==> src/rtl/button_event_pkg.sv <==
// Shared types for the button event decoder: FSM state encoding and default timer width.
package button_event_pkg;

  localparam int DEFAULT_TIMER_WIDTH = 24;

  typedef enum logic [2:0] {
    ST_IDLE,
    ST_PRESSED,
    ST_LONG_HELD,
    ST_WAIT_SECOND,
    ST_SECOND_PRESSED
  } btn_state_t;

endpackage

==> src/rtl/edge_detector.sv <==
// Rise/fall detector on the debounced level. The previous-sample register keeps tracking
// while disabled so that re-enabling never fabricates an edge.
module edge_detector (
  input  logic i_clock,
  input  logic i_reset,
  input  logic i_enable,
  input  logic i_signal,
  output logic o_rise,
  output logic o_fall
);

  logic prev_reg;

  always_ff @(posedge i_clock or posedge i_reset) begin
    if (i_reset) begin
      prev_reg <= 1'b0;
    end else begin
      prev_reg <= i_signal;
    end
  end

  assign o_rise = i_enable & i_signal & ~prev_reg;
  assign o_fall = i_enable & ~i_signal & prev_reg;

endmodule

==> src/rtl/button_event_decoder.sv <==
// Classifies debounced button activity into press/release edges and short, long and
// double-click events; all events are registered single-cycle pulses, o_hold is a level.
module button_event_decoder
  import button_event_pkg::*;
#(
  parameter int TIMER_WIDTH = DEFAULT_TIMER_WIDTH
) (
  input  logic                   i_clock,
  input  logic                   i_reset,
  input  logic                   i_enable,
  input  logic                   i_debounced_signal,
  input  logic [TIMER_WIDTH-1:0] i_long_press_ticks,
  input  logic [TIMER_WIDTH-1:0] i_double_click_ticks,
  output logic                   o_press_pulse,
  output logic                   o_release_pulse,
  output logic                   o_short_press,
  output logic                   o_long_press,
  output logic                   o_double_click,
  output logic                   o_hold
);

  logic                   rise;
  logic                   fall;
  btn_state_t             state_reg;
  btn_state_t             state_next;
  logic [TIMER_WIDTH-1:0] timer_reg;
  logic [TIMER_WIDTH-1:0] timer_next;
  logic                   short_next;
  logic                   long_next;
  logic                   double_next;
  logic                   hold_next;

  edge_detector u_edge_detector (
    .i_clock  (i_clock),
    .i_reset  (i_reset),
    .i_enable (i_enable),
    .i_signal (i_debounced_signal),
    .o_rise   (rise),
    .o_fall   (fall)
  );

  always_comb begin
    state_next  = state_reg;
    timer_next  = timer_reg + TIMER_WIDTH'(1);
    short_next  = 1'b0;
    long_next   = 1'b0;
    double_next = 1'b0;

    case (state_reg)
      ST_IDLE: begin
        timer_next = '0;
        if (rise) state_next = ST_PRESSED;
      end
      ST_PRESSED: begin
        if (fall) begin
          state_next = ST_WAIT_SECOND;
        end else if (timer_reg >= i_long_press_ticks) begin
          state_next = ST_LONG_HELD;
          long_next  = 1'b1;
        end
      end
      ST_LONG_HELD: begin
        timer_next = '0;
        if (fall) state_next = ST_IDLE;
      end
      ST_WAIT_SECOND: begin
        if (rise) begin
          state_next = ST_SECOND_PRESSED;
        end else if (timer_reg >= i_double_click_ticks) begin
          state_next = ST_IDLE;
          short_next = 1'b1;
        end
      end
      ST_SECOND_PRESSED: begin
        if (fall) begin
          state_next  = ST_IDLE;
          double_next = 1'b1;
        end else if (timer_reg >= i_long_press_ticks) begin
          state_next = ST_LONG_HELD;
          long_next  = 1'b1;
        end
      end
      default: begin
        state_next = ST_IDLE;
        timer_next = '0;
      end
    endcase

    // Every transition is a state change, so this catches each state entry.
    if (state_next != state_reg) timer_next = '0;

    if (!i_enable) begin
      state_next  = ST_IDLE;
      timer_next  = '0;
      short_next  = 1'b0;
      long_next   = 1'b0;
      double_next = 1'b0;
    end

    hold_next = (state_next == ST_LONG_HELD);
  end

  always_ff @(posedge i_clock or posedge i_reset) begin
    if (i_reset) begin
      state_reg       <= ST_IDLE;
      timer_reg       <= '0;
      o_press_pulse   <= 1'b0;
      o_release_pulse <= 1'b0;
      o_short_press   <= 1'b0;
      o_long_press    <= 1'b0;
      o_double_click  <= 1'b0;
      o_hold          <= 1'b0;
    end else begin
      state_reg       <= state_next;
      timer_reg       <= timer_next;
      o_press_pulse   <= rise;
      o_release_pulse <= fall;
      o_short_press   <= short_next;
      o_long_press    <= long_next;
      o_double_click  <= double_next;
      o_hold          <= hold_next;
    end
  end

endmodule
==> config.mk <==
export PLATFORM = sky130hd
export DESIGN_NAME = button_event_decoder
export DESIGN_NICKNAME = d
export VERILOG_FILES = /design/src/rtl/button_event_pkg.sv /design/src/rtl/edge_detector.sv /design/src/rtl/button_event_decoder.sv
export SDC_FILE = /design/constraint.sdc
export NUM_CORES = 1
export LEC_CHECK = 0
export CAP_MARGIN = 40
export CORE_MARGIN = 4
export CORE_UTILIZATION = 52
export CTS_CLUSTER_SIZE = 16
export DETAILED_ROUTE_END_ITERATION = 6
export PLACE_DENSITY = 0.78
export SETUP_SLACK_MARGIN = 0.05
export SLEW_MARGIN = 0
export SYNTH_ARGS = -nofsm -noshare
export SYNTH_HDL_FRONTEND = slang
export SYNTH_SLANG_ARGS = --single-unit
==> constraint.sdc <==
create_clock -name i_clock -period 2.95 [get_ports i_clock]
set_input_delay 0.4425 -clock i_clock [delete_from_list [all_inputs] [get_ports i_clock]]
set_output_delay 0.4425 -clock i_clock [all_outputs]
set_load 0.01 [all_outputs]
==> Yosys cells after proc, flatten, opt, wreduce, memory -nomap -nowiden <==
Index checks and enable logic that the tools add are counted.
{ "op_classes": {"addsub": 1, "magnitude_cmp": 2, "n_eq_ne": 6, "muxes": 23, "n_bitwise": 6, "reduce_logical": 3} }
{ "op_table": {"columns": ["op", "count"], "rows": [
  ["two-way mux 24 bit", 3],
  ["greater-or-equal comparator 24 bit", 2],
  ["adder 24 x 1 -> 24 bit (second input constant)", 1],
  ["two-way mux 3 bit", 8],
  ["case mux 3 bit (5 select lines)", 1],
  ["two-way mux 1 bit", 11],
  ["equality test 3 x 2 -> 1 bit (second input constant)", 3],
  ["bitwise AND 1 bit", 4],
  ["equality test 3 x 1 -> 1 bit (second input constant)", 1],
  ["equality test 3 bit (second input constant)", 1],
  ["logical NOT 3 bit", 1],
  ["inequality test 3 bit", 1],
  ["OR reduction 3 bit", 1],
  ["NOT 1 bit", 2],
  ["OR reduction 2 bit", 1]
]} }
{ "word_totals": {"reg_bits": 34, "input_bits": 52} }

==> Logic depth before layout (Yosys ltp) <==
Gate-level depths: netlist of run 1.
{ "depth": {"depth_word": 8, "ltp_mapped": 10, "depth_no_buf": 9} }

==> By module <==
From an unflattened synthesis of run 1, not the netlist that was laid out.
{ "unflattened": {"hier_cells": 344, "area_unflattened_um2": 2922.8} }
{ "modules_own_cells": {"columns": ["mod", "instances", "cells_per_inst", "area_each_um2"], "rows": [
  ["button_event_decoder", 1, 340, 2876.5],
  ["edge_detector", 1, 4, 46.3]
]} }

==> Worst setup path after synthesis of run 1 <==
No wires, ideal clock.
{ "synth_timing": {"path_kind": "in2reg", "start": "in i_double_click_ticks[22]", "end": "reg timer_reg[15]", "t_arrival_ns": 2.297, "required_time_ns": 2.831, "setup_slack_ns": 0.534, "stages": 9, "n_path_buf": 1, "cell_sequence": "inv_1 -> ha_1 -> nand4_2 -> or3_1 -> or3_1 -> nor3b_4 -> o22ai_4 -> buf_8 -> nor2_2"} }
{ "synth_via": {"elab_chain_cells": 7} }
{ "synth_lines": {"columns": ["item", "line_no", "text"], "rows": [
  ["start: declaration", "button_event_decoder.sv:13", "input logic [TIMER_WIDTH-1:0] i_double_click_ticks,"],
  ["greater-or-equal comparator 24 bit", "button_event_decoder.sv:69", "end else if (timer_reg >= i_double_click_ticks) begin"],
  ["two-way mux 3 bit", "button_event_decoder.sv:69", null],
  ["two-way mux 3 bit", "button_event_decoder.sv:67", "if (rise) begin"],
  ["case mux 3 bit (5 select lines)", "button_event_decoder.sv:49", "case (state_reg)"],
  ["inequality test 3 bit", "button_event_decoder.sv:90", "if (state_next != state_reg) timer_next = '0;"],
  ["two-way mux 24 bit", "button_event_decoder.sv:90", null],
  ["two-way mux 24 bit", "button_event_decoder.sv:92", "if (!i_enable) begin"],
  ["net timer_next[15]", "button_event_decoder.sv:27", "logic [TIMER_WIDTH-1:0] timer_next;"],
  ["end signal: assignment", "button_event_decoder.sv:115", "timer_reg <= timer_next;"],
  ["end: declaration", "button_event_decoder.sv:26", "logic [TIMER_WIDTH-1:0] timer_reg;"]
]} }
The timed path passes the listed nets, and every way through them passes these cells.

==> Final worst setup path of run 1 <==
{ "layout_timing": {"start": "in i_double_click_ticks[22]", "end": "reg timer_reg[12]"} }
Same word-level chain as after synthesis.

==> results by group, run 1 <==
Die
  • Core ar.: 5200 um^2
  • Die width: 82.2 um
  • Initial core utilization: 0.550
  • Chip Height: 82.2 um
  • Die area: roughly 6800 um^2
  • I/O pin count: 58
  • Row cnt: 26

Detailed routing
  • Vias: between 2000 and 2500
  • Initial DRC count: 121
  • Drt total wl: around 6400 um
  • Number of iterations in the first detailed-routing pass: 5
  • DR WL/cell: between 10 and 15 um
  • Vias per cell: 5.23
  • Post-route ant nets: 0
  • # DRC: 0

CTS
  • Setup Fix Bufs, Post-CTS: 0
  • Clk_lat worst skew: 0.28 ns
  • CTS tree: yes
  • Post-CTS sizing: 0
  • Max clock buf depth: 2
  • Sink Count: 34
  • TritonCTS buffer count: 5
  • Register clock-pin slew on the reported worst setup and hold paths: 0.07 ns
  • Cts hold-fix bufs: 0
  • H-tree depth: 2
  • Root buf cell: clkbuf_8

Worst setup path
  • Worst stage delay on the critical path: 0.46 ns
  • Family with the most delay on the worst path: simple AND/OR/NAND/NOR gates
  • Startpoint types: input pin
  • Slowest CP cell: clkdlybuf4s50_1
  • Crit. Startpoint: i_double_click_ticks[22]
  • End of the worst register-to-register path: timer_reg[12]$_DFF_PP0_
  • CP endpoint kind: flip-flop
  • CP Data Required Time: 3.13 ns
  • Max Fanout on Critical Path: 6
  • Crit path to: timer_reg[12]$_DFF_PP0_
  • Worst setup path category: input pin to flip-flop
  • Number of cells on the critical path: 10
  • Cell mode on critical path: or3_1
  • Buf/Inv on CP: 3
  • RR Startpoint: timer_reg[19]$_DFF_PP0_
  • Worst reg2reg path depth: 8
  • Critical path, cell by cell: clkdlybuf4s50_1 > inv_1 > ha_1 > nand4_2 > or3_1 > or3_1 > nor3b_4 > o22ai_4 > buf_4 > nor2_1
  • Crit path arrival time: between 2 and 3 ns
  • R2R setup slack: 0.49 ns

Timing
  • Final min period: 2.66 ns
  • Final period util: 0.902
  • Actual slew at the worst max-slew pin: 0.433 ns
  • Final hold slack: roughly 0.57 ns
  • Fmax achieved: between 300 and 400 MHz
  • Final hold viol count: 0
  • Slew Limit Fails: 0
  • TNS Setup: 0 ns
  • Max-Slew Margin vs Limit: 0.711
  • RSZ-0062 raised after global routing: false
  • Clk_skew: about 0.0060 ns
  • Setup violations, final: 0

Synth
  • Post-synth top flop: dfrtp_1
  • Mapped Cells: 337
  • Avg Synthesized Cell Area: 8.49 um^2
  • Register area share after synthesis: 0.297
  • Syn nets: 438
  • Yosys synthesis warning count: 0
  • Netlist Area Pre-Place: 2860 um^2
  • Post-synth EDFFs: 0
  • #FFs+latches synth: 34
  • Async S/R FF share, synth: 1.00
  • Netlist cell types: between 40 and 50

Placed design
  • Routability cong.: around 0.8
  • Dpl hpwl: 5310 um
  • Inst Count DP: 468
  • Buffers on Ports: 57

Min path
  • HP Class: input pin to async pin

Global route
  • Initial antenna violation count: 0
  • Vias in the first global route: 2298
  • Global route overflow: 0
  • Pin count of the biggest net entering global routing: 35
  • GRT Util Overall: 0.200
  • Global-route wire length before repair: 10300 um

Layout
  • Most frequent cells in the layout: clkdlybuf4s50_1 (57), inv_1 (53), ha_1 (49)
  • Nets: 506
  • Final std cells w/o fill: ~480
  • Fraction of layout cells with a size suffix above 1: 0.0813
  • Synth-to-layout area growth: 28.3%
  • Fillers: 432
  • Largest register FFs: 24
  • Commonest non-fill, non-tap cell in the layout: clkdlybuf4s50_1
  • N_diodes: 0

Power
  • Pwr dens: 289 nW/um^2
  • Seq pwr share: 0.447
  • Comb power frac: 0.157
  • Internal Power: 0.818 mW
  • Worst IR Drop VDD: 0.000186 V
  • Design Power: 1.06 mW
  • Leak: around 1.8 nW
  • Switch share: 0.228
  • Psw: 0.242 mW
  • Clock share of power: 0.397

Run
  • Max Cap Viol: 0

Run status
  • Status: completed
-- worst min-delay path by stage --
| stage | slack (ns) | to | start |
|---|---|---|---|
| final | 0.57 | state_reg[1]$_DFF_PP0_ | i_reset |
| after global routing | 0.59 | o_short_press$_DFF_PP0_ | i_reset |
| after CTS | 0.57 | o_press_pulse$_DFF_PP0_ | u_edge_detector.prev_reg$_DFF_PP0_ |
| after detailed placement | 0.56 | o_press_pulse$_DFF_PP0_ | u_edge_detector.prev_reg$_DFF_PP0_ |
| after global placement | 0.55 | timer_reg[0]$_DFF_PP0_ | timer_reg[0]$_DFF_PP0_ |
| after floorplan | 0.47 | u_edge_detector.prev_reg$_DFF_PP0_ | i_debounced_signal |
-- Yosys cell counts (2+ instances only) --
cell,instances,share of area
inv_1,53,0.070
ha_1,49,0.21
dfrtp_1,34,0.30
nor2_1,33,0.043
nand2_1,25,0.033
a21oi_1,21,0.037
xnor2_1,14,0.043
nand3_1,12,0.021
o21ai_0,12,0.021
nand4_1,10,0.022
nor2_2,10,0.022
and3_1,9,0.020
xor2_1,9,0.028
nor2b_1,6,0.013
nor3_1,3,0.0052
a211oi_1,2,0.0052
clkbuf_2,2,0.0035
nand4b_1,2,0.0061
nor4_1,2,0.0044
o211ai_1,2,0.0052
o31ai_1,2,0.0052
or3_1,2,0.0044
-- metrics by stage --
stage | setup WS [ns] | area, um^2 | utilization
after floorplan | 0.534 | 2860 | -
after global placement | 0.0522 | 3560 | 0.684
after detailed placement | 0.000911 | 3560 | 0.684
after CTS | 0.272 | 3670 | 0.706
after global routing | 0.203 | 3670 | 0.706
final | 0.289 | 3670 | 0.706
-- routing by layer --
metal / vias up / part of all wire / track usage
li1: 1276 / - / -
met3: 10 / 0.047 / 0.0456
met1: 1144 / 0.42 / 0.237
met4: 0 / 0.017 / 0.0664
met2: 58 / 0.51 / 0.354
met5: - / 0 / 0
-- logic make-up after synthesis --
kind of cell | after synthesis | synth area share
AND/OR/NAND/NOR | 124 | 0.227
buffers and inverters | 59 | 0.0853
adder cells (fa/ha/maj) | 49 | 0.214
AO/OA/AOI/OAI | 47 | 0.102
flip-flops | 34 | 0.297
XOR/XNOR | 23 | 0.0704
multiplexers | 1 | 0.00350
-- power by group through the flow --
stage	Combinational (mW)	Sequential (mW)	Clock, mW
floorplan	0.0760	0.480	0
global route	0.185	0.474	0.456
detailed placement	0.167	0.482	0
CTS	0.168	0.474	0.425
finish	0.166	0.474	0.421
global placement	0.162	0.482	0
-- worst register-to-register path: cells and delay by family (launching register included) --
kind / cells / cell delay [ns]
AND/OR/NAND/NOR: 5 / 1.16
flip-flops: 1 / 0.44
adder cells (fa/ha/maj): 1 / 0.33
AO/OA/AOI/OAI: 1 / 0.24
buffers and inverters: 1 / 0.19
-- area by class of cell --
cell class,count,area (um^2),share of cell area
Multi-Input combinational cell,244,1770,0.481
Sequential cell,34,851,0.232
Timing Repair Buffer,67,658,0.179
Inverter,53,199,0.0542
Tap cell,70,87.6,0.0239
Clock buffer,6,72.6,0.0198
Clock inverter,2,37.5,0.0102
Power figures use the tool's default switching activity.
==> inputs of run 2 (changes only) <==
Settings changed: GPL_TIMING_DRIVEN from default to 1.
==> results of run 2 <==
Final layout, timing and power as in run 1 (identical DEF).
==> inputs of run 3 (changes only) <==
Settings changed: CORE_MARGIN 4 to default, SKIP_CTS_REPAIR_TIMING from default to 1.
==> results by group, run 3 (synthesized netlist as in run 1, its figures left out) <==
Detailed routing
  • Initial DRC count: 93 (-23%)
  • DR WL/cell: 12.9 um (-4.0%)
  • Length of routed met2 wiring: 3010 um (-8.3%)
  • # DRC: 0 (unchanged)
  • Post-route ant nets: 0 (unchanged)
  • Vias per cell: 5.24 (+0.20%)
  • WL met3: 250 um (-17%)
  • Top Metal Used: met4
  • M1 WL: 2700 um (-0.44%)
  • Drt total wl: 6150 um (-4.0%)
  • Number of iterations in the first detailed-routing pass: 4 (-1)
  • Vias: 2493 (+0.20%)

Power
  • Psw: 0.246 mW (+1.7%)
  • Comb power frac: 0.156 (about the same)
  • Seq pwr share: 0.445 (-0.002)
  • Leak: 1.79 nW (unchanged)
  • Worst IR Drop VDD: 0.000172 V (-7.1%)
  • Switch share: 0.231 (+0.00287)
  • Design Power: 1.06 mW (+0.39%)
  • Clock share of power: 0.399 (+0.002)
  • Pwr dens: 290 nW/um^2 (+0.39%)
  • Internal Power: 0.819 mW (about the same)

Timing
  • Clk_skew: 0.00541 ns (-0.000595 ns)
  • Final period util: 0.897 (-0.00458)
  • Max-Slew Margin vs Limit: 0.713 (+0.00214)
  • Fmax achieved: 378 MHz (+0.51%)
  • Final hold slack: 0.542 ns (-0.0279 ns)
  • Min setup slack post-route: 0.302 ns (+0.0135 ns)
  • Setup violations, final: 0 (unchanged)
  • Slew Limit Fails: 0 (unchanged)
  • Final hold viol count: 0 (unchanged)
  • RSZ-0062 raised after global routing: false
  • Actual slew at the worst max-slew pin: 0.430 ns (-0.00321 ns)
  • Final min period: 2.65 ns (-0.0135 ns)

Die
  • Initial core utilization: 0.550 (unchanged)
  • Core ar.: 5200 um^2 (unchanged)
  • I/O pin count: 58 (unchanged)
  • Row cnt: 26 (unchanged)
  • Die width: 76.2 um (-7.3%)
  • Die area: 5800 um^2 (-14%)
  • Chip Height: 76.2 um (-7.3%)

Layout
  • Largest register FFs: 24 (unchanged)
  • N_diodes: 0 (unchanged)
  • Nets: 506 (unchanged)
  • Most frequent cells in the layout: clkdlybuf4s50_1 (57), inv_1 (53), ha_1 (49)
  • Synth-to-layout area growth: 28.3% (unchanged)
  • Final std cells w/o fill: 476 (unchanged)
  • Fraction of layout cells with a size suffix above 1: 0.0813 (unchanged)
  • Commonest non-fill, non-tap cell in the layout: clkdlybuf4s50_1
  • Utilization after layout: 0.706 (unchanged)

Run status
  • Status: completed

CTS
  • Register clock-pin slew on the reported worst setup and hold paths: 0.07 ns (about the same)
  • Max clock buf depth: 2 (unchanged)
  • CTS tree: yes
  • Root buf cell: clkbuf_8
  • H-tree depth: 2 (unchanged)
  • Sink Count: 34 (unchanged)
  • Clk_lat worst skew: 0.29 ns (about the same)
  • TritonCTS buffer count: 5 (unchanged)

Placed design
  • Dpl hpwl: 5040 um (-5.1%)
  • Pre-CTS WS: -0.0134 ns (-0.0143 ns)
  • Inst Count DP: 468 (unchanged)
  • Buffers on Ports: 57 (unchanged)
  • Routability cong.: 0.818 (+0.99%)

Global route
  • Vias in the first global route: 2583 (+12%)
  • Global-route wire length before repair: 11000 um (+6.6%)
  • GRT Util Overall: 0.237 (+0.0373)
  • Pin count of the biggest net entering global routing: 35 (unchanged)
  • Initial antenna violation count: 0 (unchanged)
  • Global route overflow: 0 (unchanged)

Worst setup path
  • Worst setup path category: input pin to flip-flop
  • Worst stage delay on the critical path: 0.46 ns (about the same)
  • Max Fanout on Critical Path: 13 (+7)
  • CP Data Required Time: 3.13 ns (about the same)
  • Crit path arrival time: 2.83 ns (about the same)
  • Family with the most delay on the worst path: buffers and inverters
  • Critical path, cell by cell: clkdlybuf4s50_1 > inv_1 > ha_1 > nand4_1 > nor4_1 > buf_4 > o211a_1 > a211oi_2 > o22ai_4 > buf_12 > nor2_1
  • Startpoint types: input pin
  • Buf/Inv on CP: 4 (+1)
  • CP endpoint kind: flip-flop
  • Slowest CP cell: clkdlybuf4s50_1

Run
  • Max Cap Viol: 0 (unchanged)

Min path
  • HP Class: input pin to async pin
-- run 3: cell counts in the layout (fill, tap and decap cells not counted) --
No cell type changed its count.
-- run 3: final timing paths --
kind | startpoint | to | slack (ns) | cells past startpoint
worst max register to register | timer_reg[21]$_DFF_PP0_ | timer_reg[12]$_DFF_PP0_ | 0.49 | 9
worst min-delay path | i_reset | timer_reg[19]$_DFF_PP0_ | 0.54 | 3
worst max-delay path | i_long_press_ticks[21] | timer_reg[12]$_DFF_PP0_ | 0.30 | 11
max in group asynchronous | i_reset | timer_reg[16]$_DFF_PP0_ | 2.10 | 3
worst min register to register | timer_reg[0]$_DFF_PP0_ | timer_reg[0]$_DFF_PP0_ | 0.56 | 1
min in group i_clock | timer_reg[0]$_DFF_PP0_ | timer_reg[0]$_DFF_PP0_ | 0.56 | 1
-- run 3: area by class of cell --
cell class / instances / area (um^2)
Multi-Input combinational cell: 244 / 1770
Fill cell: 422 / 1530
Sequential cell: 34 / 851
Timing Repair Buffer: 67 / 658
Inverter: 53 / 199
Tap cell: 70 / 87.6
Clock buffer: 6 / 72.6
Clock inverter: 2 / 37.5
-- run 3: metal layers --
layer / vias to the layer above / GRT usage
met5: - / 0
met4: 0 / 0.106
met3: 17 / 0.0515
met2: 67 / 0.416
met1: 1134 / 0.278
li1: 1275 / -
-- run 3: worst min-delay path, delay by kind of cell --
kind	cells	cell delay, ns
buffers and inverters	3	0.81
-- run 3: power by group through the flow --
stage	Sequential (mW)	Clock [mW]	Combinational, mW
CTS	0.473	0.429	0.169
detailed placement	0.482	0	0.167
floorplan	0.480	0	0.0760
global route	0.474	0.453	0.189
global placement	0.482	0	0.162
finish	0.473	0.424	0.166
-- run 3: through the flow --
step	TNS, ns	area [um^2]
finish	0	3670
floorplan	0	2860
global route	0	3670
detailed placement	-0.0424	3560
CTS	0	3670
global placement	0	3560
==> RTL edit, RTL diff (flow settings as in run 1) <==
`DEFAULT_TIMER_WIDTH`: 24 -> 32.
--- a/src/rtl/button_event_pkg.sv
+++ b/src/rtl/button_event_pkg.sv
@@ -1,7 +1,7 @@
 // Shared types for the button event decoder: FSM state encoding and default timer width.
 package button_event_pkg;
 
-  localparam int DEFAULT_TIMER_WIDTH = 24;
+  localparam int DEFAULT_TIMER_WIDTH = 32;
 
   typedef enum logic [2:0] {
     ST_IDLE,
Ports: changed (resized i_double_click_ticks and i_long_press_ticks); port bits go from 58 to 74. The function was not compared with the original's and may differ.
==> RTL edit against run 1 <==
- sequential cell count is 8 higher
- total power is 22% higher
- worst setup slack got worse by 130 ps
- synthesized area up 40%
- hold slack improved by 14 ps
- critical endpoint is now timer_reg[0]$_DFF_PP0_
- clock skew up 4.4 ps
- via count increased by 42%
- final cell count grew 38%
- die area rose by 36%
- routed wire length grew 49%
- design area increased by 38%
- count of clock-buffer cells in the layout is 1 higher
==> RTL edit: results (changes against run 1) <==
Power and ir drop
  – Pwr dens: 256 nW/µm² (-11%)
  – Max VDD drop: 269 µV (+45%)
  – Leak: 2.55 nW (+42%)

Clock network
  – Root Buffer: clkbuf_8
  – Clock transition at path regs: 80 ps
  – CTS H-Tree Depth: 2 (unchanged)
  – Clk_lat worst skew: 300 ps (+20 ps)
  – CTS max path bufs: 2 (unchanged)

Global route
  – Global-route wire length before repair: 15.7 mm (+53%)
  – Tot GR Track Use: 21.5% (+1.5 points)
  – Largest net degree at the start of global routing: 43 (+23%)

Detailed routing
  – DR vias: 3545 (+42%)
  – DR pass1 iterations: 4 (-1)
  – Detailed Route Iter0 Violations: 169 (+40%)
  – Post-DR wirelength/cell: 14.4 µm (+7.3%)

Placed design
  – DP Cell Count: 651 (+39%)
  – Routability Congestion: 0.887 (+9.5%)
  – Port Buffers: 73 (+28%)
  – Worst slack at placement: -213 ps (-214 ps)
  – HPWL Detailed: 7.44 mm (+40%)
  – DP Area: 4930 µm² (+38%)

Yosys
  – Post-synthesis instance total: 473 (+40%)
  – Synth Flop Type: dfrtp_1
  – Seq/Total Area, Yosys: 26.2% (-3.5 points)
  – Top post-synthesis cells by area: dfrtp_1 26%, ha_1 20%, inv_1 7.0%, a21oi_2 6.6%, nand2_1 5.9%
  – Post-synth top cells: 75 x inv_1, 65 x ha_1, 63 x nand2_1
  – Yosys warns: 0 (unchanged)
  – Distinct cells, synth: 53 (+18%)
  – Syn_nets: 606 (+38%)

Cells and area
  – Max reg flops: 32 (+33%)
  – Layout filler cell count: 610 (+41%)
  – Proportion of layout cells with a drive suffix above 1: 12.9% (+4.7 points)
  – Final cell count without fillers: 659 (+38%)
  – Nets: 692 (+37%)

Setup path
  – Max FO, Critical Path: 26 (+20)
  – Biggest cell delay along the critical path: 450 ps
  – Top delay family on crit path: compound AO/OA/AOI/OAI gates
  – WP data arrival: 2960 ps (+120 ps)

Timing
  – Worst-margin pin slew: 530 ps (+96.8 ps)
  – Setup skew after layout: 10.4 ps (+4.41 ps)

Worst hold path
  – HP Class: in -> async

Status
  – Run status: finished clean
RTL edit: path summary, 6_finish.rpt:
path | start | end | slack, ps | cells past startpoint
worst max-delay path | i_double_click_ticks[27] | timer_reg[0]$_DFF_PP0_ | 160 | 12
worst min-delay path | i_reset | timer_reg[27]$_DFF_PP0_ | 580 | 3
worst max register to register | timer_reg[27]$_DFF_PP0_ | timer_reg[0]$_DFF_PP0_ | 290 | 10
worst min register to register | timer_reg[0]$_DFF_PP0_ | timer_reg[0]$_DFF_PP0_ | 620 | 3
max in group asynchronous | i_reset | u_edge_detector.prev_reg$_DFF_PP0_ | 2000 | 3
min in group i_clock | timer_reg[0]$_DFF_PP0_ | timer_reg[0]$_DFF_PP0_ | 620 | 3
RTL edit: routing by layer:
layer	up-vias	track usage (%)	wire length [µm]
met5	-	0	0
met4	0	6.87	231
met3	20	3.05	429
met2	100	38.2	4720
met1	1645	26.7	4140
li1	1780	-	-
RTL edit: area by class of cell:
type	count	area, µm²	area share (%)
clock buffer	7	76.3	1.51
clock inverter	1	30.0	0.595
inverter	75	282	5.57
multi-input combinational	346	2610	51.7
sequential	42	1050	20.8
tap	99	124	2.45
timing repair buffer	89	876	17.3
RTL edit: cells by family after synthesis:
group | after synthesis | synth area share [%]
flops | 42 | 26.2
compound gates | 96 | 17.8
fa+ha+maj | 65 | 20.3
simple gates | 155 | 20.2
xor+xnor | 30 | 6.55
buf+inv | 85 | 9.05
RTL edit: timing repair:
item / 4_1_cts / 5_1_grt
setup endpoints to repair: 0 / 34
hold buffers: 0 / 0
resized for setup: 0 / 3
setup buffers: 0 / 0
RTL edit: where the power goes:
group	total [mW]	internal, mW	switching, mW
Clock	0.452	0.253	0.199
Sequential	0.582	0.579	0.00366
Combinational	0.261	0.140	0.121
